### src/rtl/mem_arbiter.sv
// Two-port memory arbiter: icache and dcache share one RAM port.
// Dcache wins ties; a starvation counter lets icache preempt at word boundaries.
module mem_arbiter #(
    parameter int unsigned STARVE_MAX = 4
) (
    input  logic        CLK,
    input  logic        nRST,
    input  logic        iREN,
    input  logic [31:0] iaddr,
    output logic        iwait,
    output logic [31:0] iload,
    input  logic        dREN,
    input  logic        dWEN,
    input  logic [31:0] daddr,
    input  logic [31:0] dstore,
    output logic        dwait,
    output logic [31:0] dload,
    output logic        ramREN,
    output logic        ramWEN,
    output logic [31:0] ramaddr,
    output logic [31:0] ramstore,
    input  logic [31:0] ramload,
    input  logic [1:0]  ramstate
);

    typedef enum logic [1:0] {
        IDLE   = 2'd0,
        IGRANT = 2'd1,
        DGRANT = 2'd2
    } state_t;

    localparam logic [1:0] RAM_ACCESS = 2'd2;
    localparam logic [2:0] SMAX       = 3'(STARVE_MAX);

    state_t     state_q, state_d;
    logic [2:0] scnt_q, scnt_d;
    logic       dreq;
    logic       access;

    assign dreq   = dREN | dWEN;
    assign access = (ramstate == RAM_ACCESS);

    always_comb begin
        state_d = state_q;
        unique case (state_q)
            IDLE: begin
                if (dreq)      state_d = DGRANT;
                else if (iREN) state_d = IGRANT;
            end
            DGRANT: begin
                if (!dreq)
                    state_d = iREN ? IGRANT : IDLE;
                else if (access && iREN && scnt_q >= SMAX)
                    state_d = IGRANT;
            end
            IGRANT: begin
                if (!iREN)
                    state_d = dreq ? DGRANT : IDLE;
                else if (access && dreq)
                    state_d = DGRANT;
            end
            default: state_d = IDLE;
        endcase
    end

    // Counts only while icache waits behind a dcache owner.
    always_comb begin
        scnt_d = scnt_q;
        if (state_q == DGRANT && iREN)
            scnt_d = (scnt_q >= SMAX) ? SMAX : scnt_q + 3'd1;
        else if (state_q == IGRANT || !iREN)
            scnt_d = '0;
    end

    always_ff @(posedge CLK or negedge nRST) begin
        if (!nRST) begin
            state_q <= IDLE;
            scnt_q  <= '0;
        end else begin
            state_q <= state_d;
            scnt_q  <= scnt_d;
        end
    end

    always_comb begin
        ramREN  = 1'b0;
        ramWEN  = 1'b0;
        ramaddr = iaddr;
        unique case (state_q)
            DGRANT: begin
                ramWEN  = dWEN;
                ramREN  = dREN & ~dWEN;
                ramaddr = daddr;
            end
            IGRANT: begin
                ramREN  = iREN;
                ramaddr = iaddr;
            end
            default: ;
        endcase
    end

    assign iwait    = ~(state_q == IGRANT && access);
    assign dwait    = ~(state_q == DGRANT && access);
    assign ramstore = dstore;
    assign iload    = ramload;
    assign dload    = ramload;

endmodule

### config.mk
export PLATFORM = sky130hd
export DESIGN_NAME = mem_arbiter
export DESIGN_NICKNAME = d
export VERILOG_FILES = /design/src/rtl/mem_arbiter.sv
export SDC_FILE = /design/constraint.sdc
export NUM_CORES = 1
export LEC_CHECK = 0
export ABC_AREA = 1
export BUFFER_PORTS_ARGS = -buffer_cell sky130_fd_sc_hd__buf_2
export CORE_AREA = 8 8 98 100
export CTS_CLUSTER_SIZE = 25
export DETAILED_ROUTE_END_ITERATION = 10
export DIE_AREA = 0 0 106 108
export PLACE_DENSITY_LB_ADDON = 0.1
export SLEW_MARGIN = 0
export SYNTH_ARGS = -nofsm -noshare
export SYNTH_HDL_FRONTEND = slang
export SYNTH_SLANG_ARGS = --single-unit
### constraint.sdc
create_clock -name CLK -period 4.3 [get_ports CLK]
set_input_delay 0.86 -clock CLK [delete_from_list [all_inputs] [get_ports CLK]]
set_output_delay 0.86 -clock CLK [all_outputs]
set_load 0.005 [all_outputs]
---- Word level (Yosys, flattened, before mapping) ----
Cells that the tools add are included.
W data, S select, Z words.
storage, ports and cells
  logic and storage cells ................. 41
  register bits after elaboration ......... 5
  output and inout bits ................... 132
  bits of input ports ..................... 135
operators by class
  magnitude comparators ................... 1
  bitwise logic cells ..................... 5
  eq/ne operators ......................... 6
  mux-type cells .......................... 15
  add/sub/neg operators ................... 1
  reductions and logical operators ........ 11
operators with widths
  cell                   number
  $mux W32               1
  $mux W2                7
  $mux W3                3
  $ne A3 B3 Y1 const B   3
  $logic_and A1 B1 Y1    6
  $pmux W2 S3            1
  $eq A2 B2 Y1 const B   2
  $add A3 B1 Y3 const B  1
  $ge A3 B3 Y1 const B   1
  $not A1 Y1             3
  $reduce_and A3 Y1      1
  $eq A2 B1 Y1 const B   1
  $logic_not A2 Y1       1
  $mux W1                2
  $pmux W1 S2            1
  $reduce_bool A2 Y1     1
  $and A1 B1 Y1          1
  $logic_not A1 Y1       1
  $logic_or A1 B1 Y1     1
  $or A1 B1 Y1           1

---- Depth between registers and ports, before layout ----
Gate-level depths: netlist of run 1.
  word-level depth ........................ 6
  depth in mapped cells ................... 9
  gate-level depth less buffers ........... 9

---- Worst setup path before layout of run 1 ----
OpenSTA, ideal clock, no wires.
  path kind ............................... in2out
  start ................................... input iREN
  end ..................................... output ramREN
  buffers on the path ..................... 0
  required time ........................... 3.440 ns
  setup slack ............................. 2.280 ns
  stages on the path ...................... 3
  arrival ................................. 1.160 ns
  cells stage by stage .................... nand2_1 > inv_1 > o21a_1
between the ends
  word-level cells in the longest chain between the ends .. 1
RTL lines
  element             line  text
  start: declaration  8     input logic iREN,
  $pmux W1 S2         89    unique case (state_q)
  end: declaration    18    output logic ramREN,
No other way between the ends.

---- Final worst setup path of run 1 ----
  start ................................... register state_q[0]
  end ..................................... output ramaddr[21]
between the ends
  word-level cells in the longest chain between the ends .. 2
RTL lines
  element                   line  text
  start: declaration        35    state_t state_q, state_d;
  start signal: assignment  80    state_q <= state_d;
  $eq A2 B2 Y1              89
  $mux W32                  89
  end: declaration          20    output logic [31:0] ramaddr,
No other way between the ends.

==> results.md, run 1 <==
- The run finished with clean final reports.
- The path class of the tightest hold or removal check is in -> async.
- The die footprint is 11400 um2.
- CTS built an H-tree with a depth of 1.
- The number of routed nets with antenna violations is 0.
- The worst clock skew is 0.000134 ns.
- The die span in x is 106 um.
- The clock reaches the later pin of the worst-skew pair after 0.22 ns.
- The repair_antennas step left the layout with diodes totalling 0.
- The number of synthesized flops with an enable pin is 0.
- The CTS buffer count is 3.
- After detailed routing, the number of vias per cell comes to 3.81.
- The number of buffers and inverters on the critical path is 3.
- The total count of max-transition violations in the final report was 0.
- After clock tree synthesis, the clock-pin slew on the worst setup and hold paths is 0.03 ns.
- The primary flip-flop cell chosen by synthesis mapping is dfrtp_1.
- TritonCTS built the clock tree.
- The number of antenna violations at the first check in global routing came to 0.
- From synthesis to final layout, the design area changed by -2.72%.
- The number of nets in the layout is 415.
- The delay of the slowest cell on the worst path is 0.62 ns.
- In the final timing run, aggregate negative setup slack is 0 ns.
- Across the VDD grid, the largest voltage drop is 201 uV.
- The switching power share of the total is 50.7%.
- Measured against its own limit, the worst slew margin works out to 52.5%.
- The first-pass GRT wire length is 8710 um.
- STA classifies the critical path endpoint as a primary output.
- The count of buffers added by post-CTS timing repair for setup is 0.
- The number of global-route vias before repair is ~1400.
- The total via count after detailed routing is 1441.
- Among the stages of the critical path, the cell type that occurs most often is nand2_1.
- Sequential elements use 8.01% of the synthesized area.
- Yosys instantiated no cell more often than nand2_1.
- Summing all non-filler instances in the final layout gives an area of 1520 um2.
- The core region is between 8000 and 9000 um2.
- The maximum frequency from static timing analysis is 0.333 GHz.
- The number of distinct standard cells referenced by the synthesized netlist is 17.
- Traced cell by cell, the critical path runs through inv_1, ha_1, inv_2, nand2_1, nand2_1, buf_2.
- The final critical path takes up 69.8% of the cycle.
- The critical path in this run is classified as reg -> out.
- The shortest clock period the worst path allows after layout is around 3 ns.
- At the pin with the least slew margin, the transition time is 0.712 ns.
- The cell chosen for the clock root is clkbuf_8.
- The total track usage is 9.37%.
- The number of max-cap violations is 0.
- The post-synthesis register bit count is 5.
- STA classifies the critical path startpoint as a flop.
- The number of nets in the synthesized netlist is 406.
- The detailed router finished its first iteration with 43 violations.
- The power consumption is 0.000686 W.
- The cell area that synthesis handed to floorplanning was 1560 um2.
- Counting flops with an async set or reset pin after synthesis yields a share of 100%.
- The row count is 33.
- The final count of hold timing violations is 0.
- During I/O placement, the number of pins put on the boundary was 267.
- The family of cells with the greatest summed delay on the critical path is buffers and inverters.
- The Yosys step of the flow raised 0 warnings.
- Summed over all nets, the switching power comes to 0.000348 W.
- For the worst setup path, the data required time is 3.44 ns.
- The count of TritonRoute iterations in the first routing pass is 4.
- Internal power comes to 0.000338 W.
- The sequential group share of total power is 10.7%.
- After technology mapping, the gate count stands at 265.
- The clock share of power is 12.3%.
- The number of buffers on the longest clock path is 2.
- The post-detailed-placement half-perimeter wirelength is 5400 um.
- The post-detailed-routing wire length is roughly 6200 um.
- The pin count of the biggest net entering global routing is 35.
- Setup repair after global routing left no endpoint under its margin.
- The commonest cells after synthesis are nand2_1, buf_4, inv_1.
- The static leakage power is between 0.9 and 1 nW.
- In the final layout, the share of cells above drive strength 1 is 42.5%.
- The starting utilization of the core area is 19.4%.
- The mean area per synthesized cell is 5.90 um2.
- The top cell type by area accounts for 46.6% of the synthesized area.
- For this design, the sink count on the clock tree is 5.
- On the critical path, the stage with the largest delay is an instance of ha_1.
- Dividing total power by cell area gives a power density of 451 nW/um2.
- Buffers placed on the I/O ports in this run total 106.
- The die height is 108 um.
- The fraction of power consumed by combinational cells is 77.0%.
- The number of failing setup endpoints in the final timing report is 0.
- The total of hold buffers inserted after clock tree synthesis is 0.
- By area the synthesized netlist is led by buf_4, nand2_1, dfrtp_1.
- Along the worst path, the maximum fanout reaches 34.
- The detailed-route DRC error count is 0.
- Routability-driven placement finished with a final weighted congestion of 0.700.
- Hold is met by 0.453 ns.
- The area after detailed placement is around 1500 um2.
- Once the clock tree was built, the resizer swapped 0 gates to a different size.
- For this run the aggregate overflow at the end of global routing stands at 0.
- The dominant cell type by area after synthesis is buf_4.
- The signal arrival time at the worst endpoint is 2.14 ns.
- The average wire per cell in the routed design is 16.3 um.
[area by class of cell]
class	instances	area (um2)
clock buffer	4	45.0
fill	994	6530
inverter	13	48.8
multi-input combinational	144	632
sequential	5	125
tap	105	131
timing repair buffer	107	538
[metal layers]
| metal | track usage [%] | part of all wire (%) | vias up |
|---|---|---|---|
| li1 | - | - | 709 |
| met1 | 7.75 | 30 | 579 |
| met2 | 17.9 | 53 | 145 |
| met3 | 6.37 | 16 | 8 |
| met4 | 2.21 | 0.97 | 0 |
| met5 | 0 | 0 | - |
[sequential cells by signal (all words and copies together), names as in the netlist]
register	flops
state_q	2
scnt_q	3
[metrics by stage]
stage	setup slack (ns)	utilization (%)	cells
4_1_cts	1.19	18.9	378
2_1_floorplan	2.28	-	265
5_1_grt	1.06	18.9	378
3_3_place_gp	1.43	18.3	374
3_5_place_dp	1.38	18.3	374
6_report	1.30	18.9	378
[path summary, 6_finish.rpt]
check | startpoint | to | slack [ns] | depth (start not counted)
setup / recovery | state_q[0] | ramaddr[21] | 1.30 | 6
min in group CLK | state_q[1] | state_q[1] | 0.53 | 2
hold reg to reg | state_q[1] | state_q[1] | 0.53 | 2
max in group asynchronous | nRST | scnt_q[1] | 3.72 | 1
hold / removal | nRST | scnt_q[2] | 0.45 | 1
setup reg to reg | state_q[0] | state_q[0] | 2.10 | 9
[power groups by stage]
| stage | sequential [W] | combinational, W | clock [W] |
|---|---|---|---|
| 6_report | 0.0000735 | 0.000528 | 0.0000845 |
| 2_1_floorplan | 0.0000721 | 0.000385 | 0 |
| 5_1_grt | 0.0000769 | 0.000608 | 0.0000886 |
| 4_1_cts | 0.0000741 | 0.000549 | 0.0000874 |
| 3_3_place_gp | 0.0000748 | 0.000556 | 0 |
| 3_5_place_dp | 0.0000744 | 0.000549 | 0 |
[placed cells by master, fill, tap and decap left out, drive strengths merged]
cell,n
o21a,1
nand2,117
nor2,8
ha,6
dfrtp,5
inv,13
a21oi,2
buf,107
nand3,4
o21bai,1
o21ai,5
clkbuf,4
[cells by family after synthesis]
group / after synthesis / share of synthesized area, %
simple gates: 129 / 32.4
flops: 5 / 8.01
compound gates: 9 / 3.20
buf+inv: 116 / 51.6
fa+ha+maj: 6 / 4.80
[worst reg2reg max path: stages, from the launching register on]
cell and delay, ns:
dfrtp_1 0.40, inv_1 0.09, ha_1 0.62, inv_2 0.47
nor2_2 0.23, nand2_2 0.07, nand2_1 0.07, nor2_2 0.04
nand2_1 0.05, nand2_1 0.05
Power figures use the tool's default switching activity.
==> inputs of run 2 (changes only) <==
Settings changed: ABC_AREA 1 to 0, CORE_AREA 8 8 98 100 to 8 8 97 99, DIE_AREA 0 0 106 108 to 0 0 105 107.
Clock period 4.3 ns to 2.55 ns, I/O delays scaled along.
==> run 2 against run 1 <==
Sequential cell count stayed put. Non-clock buffer count is the same. Sequential power rose by 74%. Synthesized cell count decreased by 33%. Area after synthesis is 2.8% lower. Largest cell class unchanged. Critical endpoint is now ramaddr[1].
==> results.md, run 2 <==
- The flow ran to the end, and the final reports show no timing, DRC or antenna violations.
- The count of TritonRoute iterations in the first routing pass came to 2 (-2).
- The post-detailed-routing wire length was 4260 um (-31%).
- The clock-pin slew on the worst setup and hold paths came to 0.03 ns (about the same).
- The number of max-cap violations is 0 (unchanged).
- The end of the worst register-to-register path is state_q[0].
- In the post-synthesis netlist, the biggest area contributors are buf_4, mux2_2, dfrtp_1.
- The area growth from synthesis to layout is -0.989%.
- The worst clock skew came to 0.000153 ns (+0.0000196 ns).
- The share of flip-flops with an asynchronous set or reset is 100% (unchanged).
- By instance count, the leading cell after synthesis is buf_4.
- The total power divided by cell area is 719 nW/um2 (+59%).
- After synthesis, the largest family of logic cells by area is buffers and inverters.
- The total of hold buffers inserted after clock tree synthesis is 0 (unchanged).
- The gate count after technology mapping came to 178 (-33%).
- Setup repair after global routing left no endpoint under its margin.
- After layout, the minimum clock period comes to 2.15 ns.
- The tightest min-delay check is of the in -> async type.
- The placer's final routability congestion estimate was 0.615 (-12%).
- The average wire per cell in the routed design was 14.5 um (-11%).
- The fraction of power consumed by combinational cells is 74.9% (-2.1 points).
- TritonCTS built the clock tree.
- The internal cell power is 0.000667 W (+97%).
- Sorting the synthesized cells by how often they occur yields buf_4, mux2_2, mux2_1.
- The simple-gate share of the synthesized area is 6.01% (-26 points).
- The pin count of the biggest net entering global routing is 43 (+23%).
- The post-synthesis register bit count is 5 (unchanged).
- The area of the mapped netlist is 1520 um2 (-2.8%).
- The fraction of final layout cells with drive strength greater than 1 is 74.5% (+32 points).
- The global route total overflow is 0 (unchanged).
- The source-to-sink clock delay at the later pin of the worst-skew pair came to 0.22 ns (about the same).
- The area after detailed placement is 1460 um2 (-1.1%).
- The most common cell after layout, fill and taps aside is buf_2.
- For this run, the top clock speed supported by timing is 0.465 GHz.
- The number of fill cells in the layout is 901 (-9.4%).
- The number of nets in the layout was 330 (-20%).
- The count of buffers added by post-CTS timing repair for setup is 0 (unchanged).
- The total of warnings raised by yosys is 0 (unchanged).
- The number of nets in the synthesized netlist is 319 (-21%).
- In this run the clock root is driven by a clkbuf_8.
- The filler-free cell count of the finished design is 293 (-22%).
- The first-pass GRT wire length came to 6310 um (-27%).
- The detailed-route DRC error count is 0 (unchanged).
- The clock share of power is 13.3% (+1.0 points).
- The pre-CTS setup slack is 0.611 ns (-0.772 ns).
- The arithmetic-cell share of the synthesized area counting full adders, half adders and majority gates is 4.94% (+0.14 points).
- The number of failing setup endpoints in the final timing report is 0 (unchanged).
- The number of distinct standard cells referenced by the synthesized netlist is 26 (+9).
- The worst path required time is 2.04 ns (-1.40 ns).
- The largest registers in the layout are scnt_q x3, state_q x2.
- The die footprint is 11200 um2 (-1.9%).
- The static leakage power was 0.749 nW (-24%).
- The area fraction of the dominant cell type after synthesis is 47.4% (+0.85 points).
- The detailed router's first-iteration violation count is 49 (+14%).
- The number of antenna violations at the first check in global routing came to 0 (unchanged).
- The count of placed standard cells including taps is 289 (-23%).
- The sequential group share of total power is 11.8% (+1.1 points).
- The largest voltage drop on the vdd net is 248 uV (+23%).
- The number of routed nets with antenna violations is 0 (unchanged).
- The number of global-route vias before repair is 1188 (-14%).
- The signal arrival time at the worst endpoint is 1.64 ns (-0.50 ns).
- Leaving out fill and tap cells, the most frequent cells in the layout are buf_2, mux2_2, mux2_1, ha_1, dfrtp_1.
- The synthesized design spends more area on one cell type than any other, namely buf_4.
- STA classifies the critical path endpoint as a primary output.
- The total count of max-transition violations in the final report is 0 (unchanged).
- The number of buffers on the longest clock path is 2 (unchanged).
- The number of synthesized flops with an enable pin came to 0 (unchanged).
- The mean area per synthesized cell came to 8.53 um2 (+45%).
- The total core area was 7930 um2 (-1.5%).
- The post-synthesis mux area share is 25.2% (+25 points).
- The CTS buffer count was 3 (unchanged).
- The path depth of the worst reg2reg path is 7 (-2).
- The final period utilization is between 80% and 90%.
- The die height came to 107 um (-0.93%).
- The area share of xor/xnor cells in the synthesized design came to 0% (unchanged).
- The register with the most flip-flops is scnt_q.
- The final count of hold timing violations is 0 (unchanged).
- The total via count after detailed routing is 1067 (-26%).
- The antenna diode count is 0 (unchanged).
- The final critical-path setup slack is 0.401 ns (-0.897 ns).
- The utilization after layout is 19.0% (+0.090 points).
- The worst slew slack as a fraction of its limit is 81.2% (+29 points).
- For this run, the leading register cell type out of synthesis is dfrtp_1.
- The final setup TNS came to 0 ns (unchanged).
- The sequential fraction of the synthesis area is 8.24% (+0.23 points).
- The starting utilization of the core area was 19.2% (-0.25 points).
- The worst setup slack for register-to-register paths was 0.81 ns (-1.29 ns).
- The switching power share of the total is 38.3% (-12 points).
- By startpoint and endpoint, the worst setup path is classified as reg -> out.
- The count of buffers inserted at the top-level ports is 106 (unchanged).
- The row count is 33 (unchanged).
- The die span in x was 105 um (-0.94%).
- The number of cells upsized or downsized after cts was 0 (unchanged).
- The average vias per placed instance is 3.64 (-4.5%).
- The net switching power was 0.000415 W (+19%).
- The synthesized-area fraction occupied by ao, oa, aoi and oai cells is 5.60% (+2.4 points).
- The number of flip-flops under the largest register name is 3 (unchanged).
- The post-detailed-placement half-perimeter wirelength is 3680 um (-32%).
- The deepest level of the CTS H-tree was 1 (unchanged).
- The transition time at the pin with the least slew margin is 0.282 ns (-0.430 ns).
- The total number of clock tree sinks is 5 (unchanged).
- The worst setup path is launched from a flop.
- The worst register-to-register path begins at state_q[0].
- The total track usage is 6.90% (-2.5 points).
- The I/O pin count is 267 (unchanged).
- The maximum fanout along the worst path is 42 (+24%).
- The design area is 1500 um2 (-1.1%).
-- run 2: changes by cell type after synthesis, moves of 2 or more --
cell / change
nand3_1: -4
mux2_2: +25
mux2_1: +9
a21boi_1: +2
nor2_2: -2
inv_1: -8
nor2_1: -3
nand2_1: -112
and2_1: +2
-- run 2: worst max-delay path, stage by stage, from the launching register on --
cell,delay (ns)
dfrtp_1,0.39
inv_1,0.09
ha_2,0.19
buf_12,0.23
mux2_2,0.37
buf_2,0.13
-- run 2: worst max path at each step --
| stage | start | end | slack (ns) | depth (start not counted) |
|---|---|---|---|---|
| CTS | state_q[0] | ramaddr[1] | 0.38 | 5 |
| detailed placement | state_q[0] | ramaddr[1] | 0.61 | 5 |
| finish | state_q[0] | ramaddr[1] | 0.40 | 5 |
| global route | state_q[0] | ramREN | 0.26 | 7 |
| floorplan | state_q[0] | ramaddr[0] | 0.72 | 5 |
| global placement | state_q[0] | ramREN | 0.62 | 7 |
-- run 2: final cells by class --
cell class	count	area, um2	share of cell area (%)
inverters	4	15.0	0.998
clock buffers	4	45.0	3.00
multi-input cells	68	637	42.3
flip-flops and latches	5	125	8.32
repair buffers	107	551	36.6
well taps	105	131	8.74
-- run 2: metal layers --
layer	track usage (%)	wire length [um]	vias to the layer above
met5	0	0	-
met4	4.59	147	0
met3	4.14	609	23
met2	12.1	2090	90
met1	5.80	1410	449
li1	-	-	505
-- run 2: power groups by stage --
stage               combinational, W  clock (W)  sequential [W]
floorplan                   0.000632          0        0.000124
finish                      0.000810   0.000144        0.000128
detailed placement          0.000834          0        0.000130
global route                0.000905   0.000158        0.000132
global placement            0.000850          0        0.000132
CTS                         0.000837   0.000148        0.000129
-- run 2: through the flow --
step	power [W]	hold WS, ns
CTS	0.00111	0.0989
detailed placement	0.000965	0.333
global route	0.00119	0.0964
finish	0.00108	0.0994
floorplan	0.000756	0.214
global placement	0.000982	0.334
-- run 2: logic make-up after synthesis --
| logic type | after synthesis |
|---|---|
| AND/OR/NAND/NOR | 15 |
| multiplexers | 34 |
| buffers and inverters | 105 |
| adder cells (fa/ha/maj) | 6 |
| AO/OA/AOI/OAI | 13 |
| flip-flops | 5 |
==> inputs of run 3 (changes only) <==
Clock period 2.55 ns to 1.89 ns, I/O delays scaled along.
==> run 3 against run 2 <==
Register-to-register slack worse by 0.77 ns. Via count is 6.7% higher. Final cell count is 2.4% higher. Setup slack worse by 0.40 ns. Hold slack better by 0.40 ns. Design area is 18% higher. Critical path type unchanged. Largest cell class is now non-clock buffers. Largest power group unchanged.
==> results.md, run 3 (synthesis gave the netlist of run 2 again) <==
- The highest metal layer with signal wires is met4.
- The count of buffers inserted at the top-level ports is 106 (unchanged).
- The fraction of final layout cells with drive strength greater than 1 is 78.5% (+4.0 points).
- The footprint of the flip-flops and latches is 126 um2 (+1.0%).
- The critical path goes through inv_2, ha_4, buf_12, mux2_2, buf_2.
- The total number of clock tree sinks was 5 (unchanged).
- The die height came to 107 um (unchanged).
- The sequential group share of total power is 9.0% (-2.8 points).
- The clock share of power came to 9.8% (-3.5 points).
- The largest voltage drop on the vdd net came to 516 uV (+110%).
- The number of global-route vias before repair is 1149 (-3.3%).
- Dividing the final minimum period by the clock period gives 99.9%.
- The number of buffers on the longest clock path is 2 (unchanged).
- The number of max-cap violations is 0 (unchanged).
- The post-detailed-routing wire length came to 4750 um (+12%).
- The cell chosen for the clock root is clkbuf_8.
- The net switching power is 0.000711 W (+72%).
- The source-to-sink clock delay at the later pin of the worst-skew pair came to 0.22 ns (about the same).
- The delay of the slowest cell on the worst path came to 0.38 ns (about the same).
- The fraction of power consumed by combinational cells is 81.2% (+6.3 points).
- The number of buffers and inverters on the critical path is 3 (unchanged).
- The row count is 33 (unchanged).
- The clock-pin slew on the worst setup and hold paths was 0.04 ns (about the same).
- The pin count of the biggest net entering global routing was 14 (-67%).
- The shortest clock period the worst path allows after layout is between 1.5 and 2 ns.
- The detailed router's first-iteration violation count is 34 (-31%).
- The worst setup slack for register-to-register paths came to 0.04 ns (-0.77 ns).
- The tightest min-delay check is of the in -> async type.
- The deepest level of the CTS H-tree came to 1 (unchanged).
- TritonCTS built the clock tree.
- The average wire per cell in the routed design is 15.8 um (+9.1%).
- The startpoint kind of the worst setup timing path is a flop.
- The global route total overflow was 0 (unchanged).
- The post-route met1 wirelength came to 1580 um (+13%).
- The average vias per placed instance is 3.79 (+4.2%).
- The most common cell after layout, fill and taps aside is buf_2.
- The number of fill cells in the layout was 906 (+0.55%).
- The count of TritonRoute iterations in the first routing pass is 2 (unchanged).
- The worst slew slack as a fraction of its limit is 81.6% (+0.36 points).
- In this run the critical register-to-register path is captured at state_q[0].
- The total count of max-transition violations in the final report is 0 (unchanged).
- The die span in x is 105 um (unchanged).
- The total via count after detailed routing is 1138 (+6.7%).
- The run finished with clean final reports.
- The antenna diode count is 0 (unchanged).
- In the final layout, the registers with the most flip-flops are scnt_q x3, state_q x2.
- The family of cells with the greatest summed delay on the critical path is flip-flops.
- The internal cell power is 0.00128 W (+92%).
- Among all stages on the critical path, the largest delay is contributed by dfrtp_1.
- Static timing analysis puts the maximum clock frequency at 0.529 GHz.
- The worst path required time is 1.51 ns (-0.53 ns).
- The first-pass GRT wire length is 6720 um (+6.4%).
- The number of routed nets with antenna violations is 0 (unchanged).
- The total core area was 7930 um2 (unchanged).
- The static leakage power was 0.892 nW (+19%).
- The die footprint was 11200 um2 (unchanged).
- The I/O pin count is 267 (unchanged).
- The switching power share of the total was 35.6% (-2.7 points).
- The signal arrival time at the worst endpoint is 1.51 ns (-0.13 ns).
- Setup repair after global routing could not meet its margin everywhere.
- The worst setup path is captured at a primary output.
- The placer's final routability congestion estimate is 0.643 (+4.5%).
- The path depth of the worst reg2reg path came to 7 (unchanged).
- The number of flip-flops under the largest register name is 3 (unchanged).
- The starting utilization of the core area is 19.2% (unchanged).
- Leaving out fill and tap cells, the most frequent cells in the layout are buf_2, mux2_4, buf_6, mux2_2, mux2_1.
- The number of antenna violations at the first check in global routing is 0 (unchanged).
- The worst clock skew was 0.000351 ns (+0.000197 ns).
- The number of nets in the layout was 337 (+2.1%).
- The total length of routed met2 wires came to 2410 um (+15%).
- The layout-stage area growth over the synthesis result is 16.7%.
- The detailed-route DRC error count was 0 (unchanged).
- The design area came to 1770 um2 (+18%).
- The startpoint-to-endpoint class of the critical path is reg -> out.
- In this run the critical register-to-register path is launched from state_q[1].
- The final count of hold timing violations came to 0 (unchanged).
- The number of failing setup endpoints in the final timing report came to 0 (unchanged).
- The maximum fanout along the worst path was 13 (-69%).
- The register with the most flip-flops is scnt_q.
- The met3 wire length is 641 um (+5.3%).
- The area after detailed placement came to 1490 um2 (+1.9%).
- The total power divided by cell area is 1130 nW/um2 (+56%).
- The multi-input logic area is 713 um2 (+12%).
- The total track usage is 7.34% (+0.44 points).
- The CTS buffer count is 3 (unchanged).
- The post-detailed-placement half-perimeter wirelength came to 3820 um (+3.9%).
- The power consumption is 0.00200 W (+84%).
- The transition time at the pin with the least slew margin is 0.277 ns (-0.00537 ns).
[run 3: final cells by class]
| cell class | count | area share [%] |
|---|---|---|
| inverters | 4 | 0.847 |
| well taps | 105 | 7.41 |
| clock buffers | 4 | 2.54 |
| multi-input cells | 68 | 40.2 |
| flip-flops and latches | 5 | 7.13 |
| repair buffers | 114 | 41.8 |
[run 3: how the worst max path moves through the flow]
stage,end,slack (ns),startpoint,depth (start not counted)
6_report,ramaddr[29],0.001,state_q[0],5
5_1_grt,ramaddr[14],-0.08,state_q[0],5
4_1_cts,ramaddr[8],-0.03,state_q[0],5
3_5_place_dp,ramaddr[8],0.09,state_q[0],5
3_3_place_gp,ramaddr[28],0.11,state_q[0],5
2_1_floorplan,ramaddr[0],0.19,state_q[0],5
[run 3: power by group through the flow]
stage	logic (W)	registers [W]	clock network, W
2_1_floorplan	0.000853	0.000168	0
3_3_place_gp	0.00123	0.000179	0
3_5_place_dp	0.00121	0.000178	0
4_1_cts	0.00139	0.000177	0.000203
5_1_grt	0.00175	0.000186	0.000214
6_report	0.00162	0.000179	0.000196
[run 3: per-layer routing]
layer | track usage [%] | vias up
met5 | 0 | -
met4 | 3.06 | 0
met3 | 4.74 | 20
met2 | 12.9 | 89
met1 | 6.64 | 509
li1 | - | 520
[run 3: worst reg2reg max path, cell delays in order, from the launching register on]
cell,delay [ns]
dfrtp_2,0.43
ha_4,0.21
buf_12,0.15
buf_6,0.13
o21ai_0,0.07
a31oi_1,0.07
a311oi_2,0.31
mux2_1,0.36
[run 3: stage by stage]
stage	util [%]	TNS (ns)	setup slack (ns)	std cells	hold WS [ns]
finish	22.4	0	0.000975	300	0.500
global route	22.4	-1.64	-0.0790	300	0.509
CTS	20.3	-0.200	-0.0280	300	0.498
detailed placement	18.8	0	0.0909	291	0.203
global placement	18.8	0	0.108	291	0.205
floorplan	-	0	0.195	178	0.0824
[run 3: repair_timing]
action	in CTS	in global routing
resized for setup	5	35
hold buffers	1	0
setup buffers	3	0
pin swaps	0	2
hold endpoints to repair	5	0
gates cloned	1	0
endpoints found under the setup margin	33	35
